==> config.mk <==
export PLATFORM = sky130hd
export DESIGN_NAME = array_sort_ctrl
export DESIGN_NICKNAME = d
export VERILOG_FILES = /design/src/rtl/array_sort_ctrl.sv
export SDC_FILE = /design/constraint.sdc
export NUM_CORES = 1
export LEC_CHECK = 0
export ABC_AREA = 1
export ABC_CLOCK_PERIOD_IN_PS = 4350
export CORE_MARGIN = 10
export CORE_UTILIZATION = 58
export CTS_BUF_LIST = sky130_fd_sc_hd__clkbuf_4
export CTS_CLUSTER_DIAMETER = 200
export DETAILED_ROUTE_END_ITERATION = 7
export PLACE_DENSITY = 0.9
export SETUP_SLACK_MARGIN = 0.02
export SYNTH_ARGS = -nofsm -noshare
export SYNTH_HDL_FRONTEND = slang
export SYNTH_SLANG_ARGS = --single-unit
export TNS_END_PERCENT = 5
==> constraint.sdc <==
create_clock -name clk -period 4.35 [get_ports clk]
set_input_delay 0.6525 -clock clk [delete_from_list [all_inputs] [get_ports clk]]
set_output_delay 0.6525 -clock clk [all_outputs]
set_load 0.02 [all_outputs]
==> src/rtl/array_sort_ctrl.sv <==
// -----------------------------------------------------------------------------
// array_sort_ctrl
//
// Purpose:
//   Runs one job per accepted start. It fills a small on-chip array with
//   pseudo-random values in the range 1..100 taken from an 8-bit LFSR, can
//   extend the array to a second length, and sorts the first N = len_b entries
//   with a bubble sort (one compare per cycle). It then streams the sorted
//   entries out over a valid/ready interface.
//
// Ports:
//   clk        : single clock; all state changes on the rising edge
//   rst_n      : asynchronous active-low reset
//   start      : one-cycle job request, accepted only while idle
//   len_a      : initial fill length (clamped to DEPTH), sampled on start
//   len_b      : resized / effective length (clamped to DEPTH), sampled on start
//   seed       : LFSR seed (0x00 is replaced by 0xA5), sampled on start
//   out_ready  : downstream accepts the current element
//   out_valid  : out_data holds a valid sorted element
//   out_data   : current dump element
//   out_last   : marks the final element of the dump
//   busy       : high whenever the controller is not idle
//   done       : one-cycle pulse after the final element is transferred
//   err        : one-cycle pulse when start is rejected for a zero length
// -----------------------------------------------------------------------------
module array_sort_ctrl #(
    parameter int DEPTH = 16,  // maximum array entries, power of two, 2..16
    parameter int WIDTH = 8    // bits per stored element
) (
    input  logic             clk,
    input  logic             rst_n,
    input  logic             start,
    input  logic [4:0]       len_a,
    input  logic [4:0]       len_b,
    input  logic [7:0]       seed,
    input  logic             out_ready,
    output logic             out_valid,
    output logic [WIDTH-1:0] out_data,
    output logic             out_last,
    output logic             busy,
    output logic             done,
    output logic             err
);

    // Address width for the array; lengths and the pointer are kept 5 bits
    // wide so that a full length of 16 is representable.
    localparam int         AW       = (DEPTH > 1) ? $clog2(DEPTH) : 1;
    localparam logic [4:0] DEPTH_L  = 5'(DEPTH);
    localparam logic [7:0] SEED_ALT = 8'hA5;

    localparam logic [2:0] S_IDLE = 3'd0;
    localparam logic [2:0] S_FILL = 3'd1;
    localparam logic [2:0] S_GROW = 3'd2;
    localparam logic [2:0] S_SORT = 3'd3;
    localparam logic [2:0] S_DUMP = 3'd4;
    localparam logic [2:0] S_DONE = 3'd5;

    logic [2:0]       state_q,   state_d;
    logic [4:0]       len_a_q,   len_a_d;
    logic [4:0]       n_q,       n_d;       // effective length N (= len_b)
    logic [4:0]       idx_q,     idx_d;     // write index, compare index j, or dump index
    logic [7:0]       lfsr_q,    lfsr_d;
    logic             swapped_q, swapped_d; // a swap happened in the current pass
    logic             err_q,     err_d;

    logic [WIDTH-1:0] mem_q [DEPTH];

    logic [4:0]       len_a_clamp;
    logic [4:0]       len_b_clamp;
    logic [4:0]       idx_nxt;
    logic [7:0]       lfsr_step;
    logic [7:0]       lfsr_mod;
    logic [7:0]       elem_val;
    logic [WIDTH-1:0] rd_lo;
    logic [WIDTH-1:0] rd_hi;
    logic             wr_en;
    logic             swap_now;

    // -------------------------------------------------------------------------
    // Datapath helpers
    // -------------------------------------------------------------------------
    assign len_a_clamp = (len_a > DEPTH_L) ? DEPTH_L : len_a;
    assign len_b_clamp = (len_b > DEPTH_L) ? DEPTH_L : len_b;

    assign idx_nxt   = idx_q + 5'd1;
    assign lfsr_step = {lfsr_q[6:0], lfsr_q[7] ^ lfsr_q[5] ^ lfsr_q[4] ^ lfsr_q[3]};
    assign lfsr_mod  = lfsr_q % 8'd100;
    assign elem_val  = lfsr_mod + 8'd1;

    // Two read ports: mem[idx] serves both the dump and the left side of the
    // bubble compare, mem[idx+1] the right side.
    assign rd_lo = mem_q[idx_q[AW-1:0]];
    assign rd_hi = mem_q[idx_nxt[AW-1:0]];

    assign wr_en    = (state_q == S_FILL) || (state_q == S_GROW);
    assign swap_now = (state_q == S_SORT) && (rd_lo > rd_hi);

    // -------------------------------------------------------------------------
    // Next-state logic
    // -------------------------------------------------------------------------
    // NOTE: every signal driven here receives a default first, so no path
    // leaves a value unassigned and no latch can be inferred.
    always_comb begin
        state_d   = state_q;
        len_a_d   = len_a_q;
        n_d       = n_q;
        idx_d     = idx_q;
        lfsr_d    = lfsr_q;
        swapped_d = swapped_q;
        err_d     = 1'b0;

        case (state_q)
            S_IDLE: begin
                if (start) begin
                    if ((len_a_clamp == 5'd0) || (len_b_clamp == 5'd0)) begin
                        err_d = 1'b1;
                    end else begin
                        len_a_d   = len_a_clamp;
                        n_d       = len_b_clamp;
                        lfsr_d    = (seed == 8'h00) ? SEED_ALT : seed;
                        idx_d     = 5'd0;
                        swapped_d = 1'b0;
                        state_d   = S_FILL;
                    end
                end
            end

            S_FILL: begin
                lfsr_d = lfsr_step;
                if (idx_q == len_a_q - 5'd1) begin
                    if (n_q > len_a_q) begin
                        // GROW carries on from index len_a with the same LFSR run.
                        idx_d   = idx_nxt;
                        state_d = S_GROW;
                    end else begin
                        idx_d   = 5'd0;
                        state_d = (n_q == 5'd1) ? S_DUMP : S_SORT;
                    end
                end else begin
                    idx_d = idx_nxt;
                end
            end

            S_GROW: begin
                lfsr_d = lfsr_step;
                if (idx_q == n_q - 5'd1) begin
                    // len_b > len_a >= 1 here, so N >= 2 and a sort is needed.
                    idx_d   = 5'd0;
                    state_d = S_SORT;
                end else begin
                    idx_d = idx_nxt;
                end
            end

            S_SORT: begin
                if (idx_q == n_q - 5'd2) begin
                    // End of a pass: a clean pass means the array is ordered.
                    idx_d     = 5'd0;
                    swapped_d = 1'b0;
                    if (!(swapped_q || swap_now)) begin
                        state_d = S_DUMP;
                    end
                end else begin
                    idx_d     = idx_nxt;
                    swapped_d = swapped_q || swap_now;
                end
            end

            S_DUMP: begin
                if (out_ready) begin
                    if (idx_q == n_q - 5'd1) begin
                        state_d = S_DONE;
                    end else begin
                        idx_d = idx_nxt;
                    end
                end
            end

            S_DONE: begin
                state_d = S_IDLE;
            end

            default: begin
                state_d = S_IDLE;
            end
        endcase
    end

    // -------------------------------------------------------------------------
    // Control registers
    // -------------------------------------------------------------------------
    // NOTE: sequential state uses non-blocking assignments only, so every
    // register samples the pre-edge values of all others.
    always_ff @(posedge clk or negedge rst_n) begin
        if (!rst_n) begin
            state_q   <= S_IDLE;
            len_a_q   <= 5'd0;
            n_q       <= 5'd0;
            idx_q     <= 5'd0;
            lfsr_q    <= SEED_ALT;
            swapped_q <= 1'b0;
            err_q     <= 1'b0;
        end else begin
            state_q   <= state_d;
            len_a_q   <= len_a_d;
            n_q       <= n_d;
            idx_q     <= idx_d;
            lfsr_q    <= lfsr_d;
            swapped_q <= swapped_d;
            err_q     <= err_d;
        end
    end

    // -------------------------------------------------------------------------
    // Array storage
    // -------------------------------------------------------------------------
    // NOTE: the array has no reset; every entry that is read is written by
    // FILL/GROW of the same job first, and leaving it unreset lets it map
    // onto plain storage.
    always_ff @(posedge clk) begin
        if (wr_en) begin
            mem_q[idx_q[AW-1:0]] <= WIDTH'(elem_val);
        end else if (swap_now) begin
            mem_q[idx_q[AW-1:0]]   <= rd_hi;
            mem_q[idx_nxt[AW-1:0]] <= rd_lo;
        end
    end

    // -------------------------------------------------------------------------
    // Outputs
    // -------------------------------------------------------------------------
    // The dump pointer only moves on a transfer, so out_data and out_last
    // stay stable while the consumer stalls.
    assign out_valid = (state_q == S_DUMP);
    assign out_data  = out_valid ? rd_lo : '0;
    assign out_last  = out_valid && (idx_q == n_q - 5'd1);
    assign busy      = (state_q != S_IDLE);
    assign done      = (state_q == S_DONE);
    assign err       = err_q;

endmodule
==> key figures, run 1 <==
Setup path
  – Critical Path Most Common Cell: clkinv_2
  – Arrival time at the worst endpoint: roughly 4.5 ns
  – Largest delay contributor family on the critical path: compound AO/OA/AOI/OAI gates
  – CP max stage delay: about 0.62 ns
  – R2R depth: 18
  – Total buffers and inverters traversed by the critical path: 5
  – Category of the worst setup path capture point: flip-flop
  – Worst setup path class: flip-flop to flip-flop
  – WP data required: roughly 4.6 ns
  – Worst-path cell chain: clkinv_2, ha_2, buf_12, a21oi_1, o21ai_0, o21ai_1, a22o_1, a221o_1, inv_1, ha_1, nand4_1, nor2_1, a31oi_1, nand2_1, clkinv_2, nor2_2, buf_4, o31ai_2
  – Critical path depth in cells: 18
  – Cell with the biggest individual delay on the critical path: o31ai_2
  – Crit path launch type: flip-flop
  – Crit Path Max Fanout: 34

GRT
  – Global-route total usage across every layer: 27.5%
  – Antenna violations before repair: 0
  – Aggregate global routing overflow: 0
  – Number of global-route vias before repair: 9718
  – Pin count of the biggest net entering global routing: around 140
  – Global-route wire length before repair: roughly 52000 microns

Floorplanning
  – Height of the die: 156 microns
  – Total core area: 0.0181 sq mm
  – Initial Util: 59.3%
  – Width of the die: between 150 and 200 microns
  – Num ports: 35
  – Area of the die: around 0.024 sq mm
  – Number of core rows: 49

Cells and area
  – Commonest cells after routing, fill and taps aside: nand2_1 (312), o21ai_0 (238), edfxtp_1 (128), inv_1 (125), nor2_1 (115)
  – Ant. Diodes: 0
  – Ratio of cells with drive above 1 in the final layout: 15.6%
  – Number of fill cells in the layout: about 1500
  – Core Util, Final: 67.4%
  – Most frequent standard cell in the layout excluding fill and tap cells: nand2_1
  – Area added between synthesis and finish: 13.7%
  – Sequential cell area: about 0.0046 sq mm
  – Post-layout nets: 1505
  – Area occupied by multi-input gates: about 0.0053 sq mm

Yosys
  – Post-synthesis mux area share: 0%
  – Seq cells post-synth: 156
  – Total number of yosys warnings: 0
  – Share of the synthesized area in the top cell type: a little over a third
  – Post-synthesis sequential area ratio: approximately 42%
  – FFs w/ async S/R, synth: between 15 and 20%
  – Area share of xor/xnor cells in the synthesized design: approximately 2.4%
  – Most used flip-flop cell after synthesis: edfxtp_1
  – Cell variety after synth: 53
  – Instance count of the mapped netlist: about 1400
  – Largest area contributor in the netlist: edfxtp_1
  – Net count after synthesis: between 1000 and 1500
  – Compound-Gate Fraction of Synth Area: around 22%
  – Combinational family with the most area after synthesis: compound AO/OA/AOI/OAI gates
  – Area fraction in and, or, nand and nor cells after synthesis: about a fifth
  – Adder-Cell Fraction of Synth Area: under 10%
  – Most area-consuming cells after synthesis: edfxtp_1 (36%), o21ai_0 (12%), nand2_1 (11%)
  – Number of flops mapped to enable cells by yosys: 128
  – Mapped Avg Cell Area: 7.78 sq um
  – Synthesized area: 0.0107 sq mm

Timing
  – Number of failing setup endpoints in the final timing report: 0
  – Worst Tran Pin Value: between 0.7 and 0.8 ns
  – Portion of the clock cycle consumed by the worst path in the final layout: 97.7%
  – Minimum clock period after layout: 4.25 ns
  – Rel. slew slack: just under 50%
  – Max-slew violation count: 0
  – Highest Clock Rate: roughly 240 MHz
  – Hold violation total from the final report: 0
  – RSZ-0062 raised after global routing: true
  – Post-Route Skew: around 0.016 ns

Job
  – Max-cap violations: 0

CTS
  – CTS root buf: clkbuf_4
  – Clock H-tree levels: 4
  – CTS tree: built
  – Cts hold-fix bufs: 0
  – Clk_lat worst skew: 0.58 ns
  – Clock Sink Count: approximately 160
  – CTS clk-pin slew, worst paths: 0.13 ns
  – Clock Path Buffers: 2
  – Number of buffers added by the clock tree synthesis step: 17

Placed design
  – Final HPWL from detailed placement: 23900 microns
  – IO Port Bufs: 34
  – RePlAce Congestion: slightly above 1

Detailed routing
  – Average wire per standard cell: about 20 microns
  – Number of design-rule violations left by the first detailed-router iteration: 1342
  – Count of nets left with antenna violations after detail routing: 0
  – Total Routed Length: 33900 microns
  – Router iterations before antenna repair: 6
  – Via count normalized by instance count: between 6 and 7
  – Vias after detailed routing: around 10000
  – DRC violation count after routing: 0

Hold path
  – Class of the tightest hold or removal check: primary input to asynchronous set/reset pin

Run status
  – Outcome: finished clean
==> synthesized netlist by cell type (4+ instances only) <==
master	number
a211oi_1	4
nand2_1	313
nand2_2	16
clkbuf_1	18
a21oi_1	74
edfxtp_1	128
nor3_1	5
o22ai_1	6
xnor2_1	13
xor2_1	14
buf_4	10
o21ai_1	54
a22o_1	6
nand3_1	22
o21ai_0	252
nand4_2	4
o21ai_2	12
inv_1	125
ha_1	28
dfrtp_1	24
nand4_1	10
dfstp_2	4
nand2_4	6
buf_6	8
nor2_1	121
a31oi_1	4
buf_2	40
o211ai_1	9
o221ai_1	4
inv_2	9
==> worst paths after layout <==
path / startpoint / to / slack (ns)
setup / recovery: idx_q[0] / mem_q[14][2] / 0.10
hold / removal: rst_n / lfsr_q[1] / 0.43
setup reg to reg: idx_q[0] / mem_q[14][2] / 0.10
hold reg to reg: lfsr_q[7] / lfsr_q[7] / 0.55
max in group asynchronous: rst_n / lfsr_q[2] / 3.60
min in group clk: lfsr_q[7] / lfsr_q[7] / 0.55
==> final cells by class <==
cell class | count | area share, %
multi-input cells | 1005 | 43.4
flip-flops and latches | 156 | 37.4
repair buffers | 139 | 10.3
inverters | 136 | 4.21
well taps | 229 | 2.35
clock inverters | 12 | 1.22
clock buffers | 19 | 1.17
==> per-layer routing <==
layer	track usage (%)	wire (microns)	share of wire, %
met5	0	0	0
met4	12.1	1530	4.5
met3	6.40	3810	11
met2	46.4	16200	48
met1	32.9	12300	36
==> repair_timing <==
action                                  4_1_cts  5_1_grt
endpoints found under the setup margin        0      176
endpoints found under the hold margin         0        0
buffers inserted                              0        1
resized for setup                             0        9
==> sequential cells by signal, summed over array words and instances, names as in the netlist <==
signal / count
n_q: 5
swapped_q: 1
lfsr_q: 8
err: 1
state_q: 3
mem_q: 128
len_a_q: 5
idx_q: 5
==> through the flow <==
step	worst slack, ns	instance area [sq um]	TNS (ns)	cells	hold WS [ns]
after floorplan	-0.0277	10800	-2.74	1377	0.357
after global placement	0.166	11900	0	1664	0.511
after detailed placement	0.164	11900	0	1664	0.528
after CTS	0.126	12200	0	1695	0.426
after global routing	-0.0178	12200	-0.269	1696	0.450
final	0.100	12200	0	1696	0.435
==> cell families (layout without fill, tap and decap cells) <==
group,Yosys count,in the layout
flip-flops,156,156
XOR/XNOR,28,28
adder cells (fa/ha/maj),28,28
AND/OR/NAND/NOR,510,510
AO/OA/AOI/OAI,439,439
buffers and inverters,216,306
Power of run 1 is left out: the tool's default activity adds up to more than one toggle a clock period on the data nets, which glitch-free logic cannot reach.
==> run 2: changes to the inputs <==
- CORE_ASPECT_RATIO: unset -> 0.6
==> run 2 against run 1 <==
Compared with the run above:
- cell count decreased by 1.8%
- worst hold slack got worse by 0.026 ns
- worst setup slack better by 0.048 ns
- clock skew up 0.013 ns
- maximum frequency increased by 1.2%
- sequential share of layout area is 1.3 points higher
- design area is 3.3% lower
- utilization fell by 2.4 points
- count of clock-buffer cells in the layout rose by 2
- critical path type unchanged
- critical endpoint is now mem_q[15][2]
==> key figures, run 2 (synthesis results as in run 1) <==
Detailed routing
  – DRC violation count after routing: 0
  – Count of nets left with antenna violations after detail routing: 0
  – Met1 routed wirelength after detailed routing: about 14000 microns
  – Max Used Layer: met4
  – Detailed-routed wire length on met3: about 5100 microns
  – Router iterations before antenna repair: 8
  – Total Routed Length: 32900 microns
  – Routed met2 length: approximately 13000 microns
  – Average wire per standard cell: roughly 20 microns
  – Number of design-rule violations left by the first detailed-router iteration: ~1800
  – Via count normalized by instance count: 6.13
  – Vias after detailed routing: slightly above 10000

Cells and area
  – Commonest cells after routing, fill and taps aside: nand2_1 (313), o21ai_0 (239), edfxtp_1 (128), inv_1 (125), nor2_1 (120)
  – Most frequent standard cell in the layout excluding fill and tap cells: nand2_1
  – Max reg flops: 128
  – Sequential cell area: about 0.0046 sq mm
  – Area occupied by multi-input gates: roughly 0.0053 sq mm
  – Area added between synthesis and finish: 9.92%
  – Ant. Diodes: 0
  – Final standard cell count with taps included and fillers excluded: ~1700
  – Number of fill cells in the layout: about 1500
  – Ratio of cells with drive above 1 in the final layout: 12.9%
  – Post-layout nets: roughly 1500

Setup path
  – R2R depth: 20
  – Worst setup path end: mem_q[15][2]
  – Crit path launch type: flip-flop
  – Critical Path Source: idx_q[0]
  – Crit Path Max Fanout: 32
  – Worst setup path class: flip-flop to flip-flop
  – Category of the worst setup path capture point: flip-flop
  – Arrival time at the worst endpoint: approximately 4.6 ns
  – Source of the worst register-to-register timing path: idx_q[0]
  – WP data required: 4.72 ns
  – Reg2Reg Setup Slack: approximately 0.15 ns
  – Capture point of the worst reg-to-reg path: mem_q[15][2]

Placed design
  – Final HPWL from detailed placement: 23900 microns
  – IO Port Bufs: 34
  – Cell count after placement: between 1500 and 2000
  – RePlAce Congestion: 0.998

Floorplanning
  – Number of core rows: 38
  – Num ports: 35
  – Initial Util: 59.2%
  – Width of the die: between 150 and 200 microns
  – Area of the die: around 0.024 sq mm
  – Total core area: around 0.018 sq mm
  – Height of the die: approximately 130 microns

Run status
  – Outcome: finished clean

CTS
  – Clock Sink Count: ~160
  – Post-CTS Setup Repair Bufs: 0
  – CTS clk-pin slew, worst paths: about 0.14 ns
  – Clock Path Buffers: 2
  – Clk_lat worst skew: around 0.6 ns
  – CTS root buf: clkbuf_4
  – CTS tree: built
  – Number of buffers added by the clock tree synthesis step: 17
  – Cts hold-fix bufs: 0
  – Clock H-tree levels: 4

Timing
  – Worst Tran Pin Value: between 0.7 and 0.8 ns
  – Post-Route Skew: roughly 0.03 ns
  – Number of failing setup endpoints in the final timing report: 0
  – Portion of the clock cycle consumed by the worst path in the final layout: 96.6%
  – Hold violation total from the final report: 0
  – Rel. slew slack: between 50 and 60%
  – Minimum clock period after layout: between 4 and 5 ns
  – RSZ-0062 raised after global routing: false
  – Max-slew violation count: 0
  – Highest Clock Rate: approximately 240 MHz

GRT
  – Pin count of the biggest net entering global routing: ~140
  – Number of global-route vias before repair: approximately 9300
  – Global-route wire length before repair: ~51000 microns
  – Global-route total usage across every layer: 26.2%
  – Antenna violations before repair: 0
  – Aggregate global routing overflow: 0

Job
  – Max-cap violations: 0

Hold path
  – Class of the tightest hold or removal check: primary input to asynchronous set/reset pin
-- run 2: how the worst min path moves through the flow --
stage	cells past startpoint	start	end	slack (ns)
6_report	2	rst_n	lfsr_q[3]	0.41
5_1_grt	2	rst_n	lfsr_q[1]	0.44
4_1_cts	2	rst_n	lfsr_q[3]	0.41
3_5_place_dp	2	lfsr_q[7]	lfsr_q[7]	0.53
3_3_place_gp	2	lfsr_q[7]	lfsr_q[7]	0.52
2_1_floorplan	0	rst_n	err	0.36
-- run 2: layer usage --
| layer | up-vias | GRT usage (%) |
|---|---|---|
| met2 | 741 | 35.5 |
| met3 | 83 | 7.95 |
| met5 | - | 0 |
| met1 | 4651 | 38.8 |
| met4 | 0 | 7.87 |
| li1 | 4741 | - |
-- run 2: worst max-delay path, stage by stage (launching register included) --
cell	delay, ns
dfrtp_4	0.51
clkinv_2	0.13
ha_4	0.37
buf_12	0.21
a21oi_1	0.06
o21ai_0	0.12
o21ai_1	0.12
a22o_1	0.27
a31oi_2	0.29
ha_1	0.32
nand2_1	0.09
nor2_1	0.05
a211oi_1	0.20
o21ai_0	0.11
nand2_1	0.11
clkinv_2	0.17
nand2_1	0.23
nor2_1	0.09
inv_1	0.18
o21ai_2	0.16
buf_4	0.19
-- run 2: final cells by class --
cell class,instances,share of cell area (%)
clock buffer,21,1.34
tap,240,2.55
sequential,156,38.7
multi-input combinational,1005,44.9
clock inverter,11,0.881
inverter,136,4.35
timing repair buffer,97,7.29
-- run 2: repair_timing --
item,CTS,global route
resized for setup,0,7
hold endpoints to repair,0,0
endpoints found under the setup margin,0,238
-- run 2: metrics by stage --
| step | util (%) | setup WS, ns | hold slack (ns) | TNS, ns | instance area, sq um |
|---|---|---|---|---|---|
| 6_report | 65.0 | 0.149 | 0.409 | 0 | 11800 |
| 5_1_grt | 65.0 | 0.0102 | 0.441 | 0 | 11800 |
| 4_1_cts | 64.8 | 0.134 | 0.415 | 0 | 11700 |
| 3_5_place_dp | 63.4 | 0.172 | 0.526 | 0 | 11500 |
| 3_3_place_gp | 63.4 | 0.283 | 0.521 | 0 | 11500 |
| 2_1_floorplan | - | -0.0277 | 0.357 | -2.74 | 10800 |
Power of run 2 is left out for the same reason.
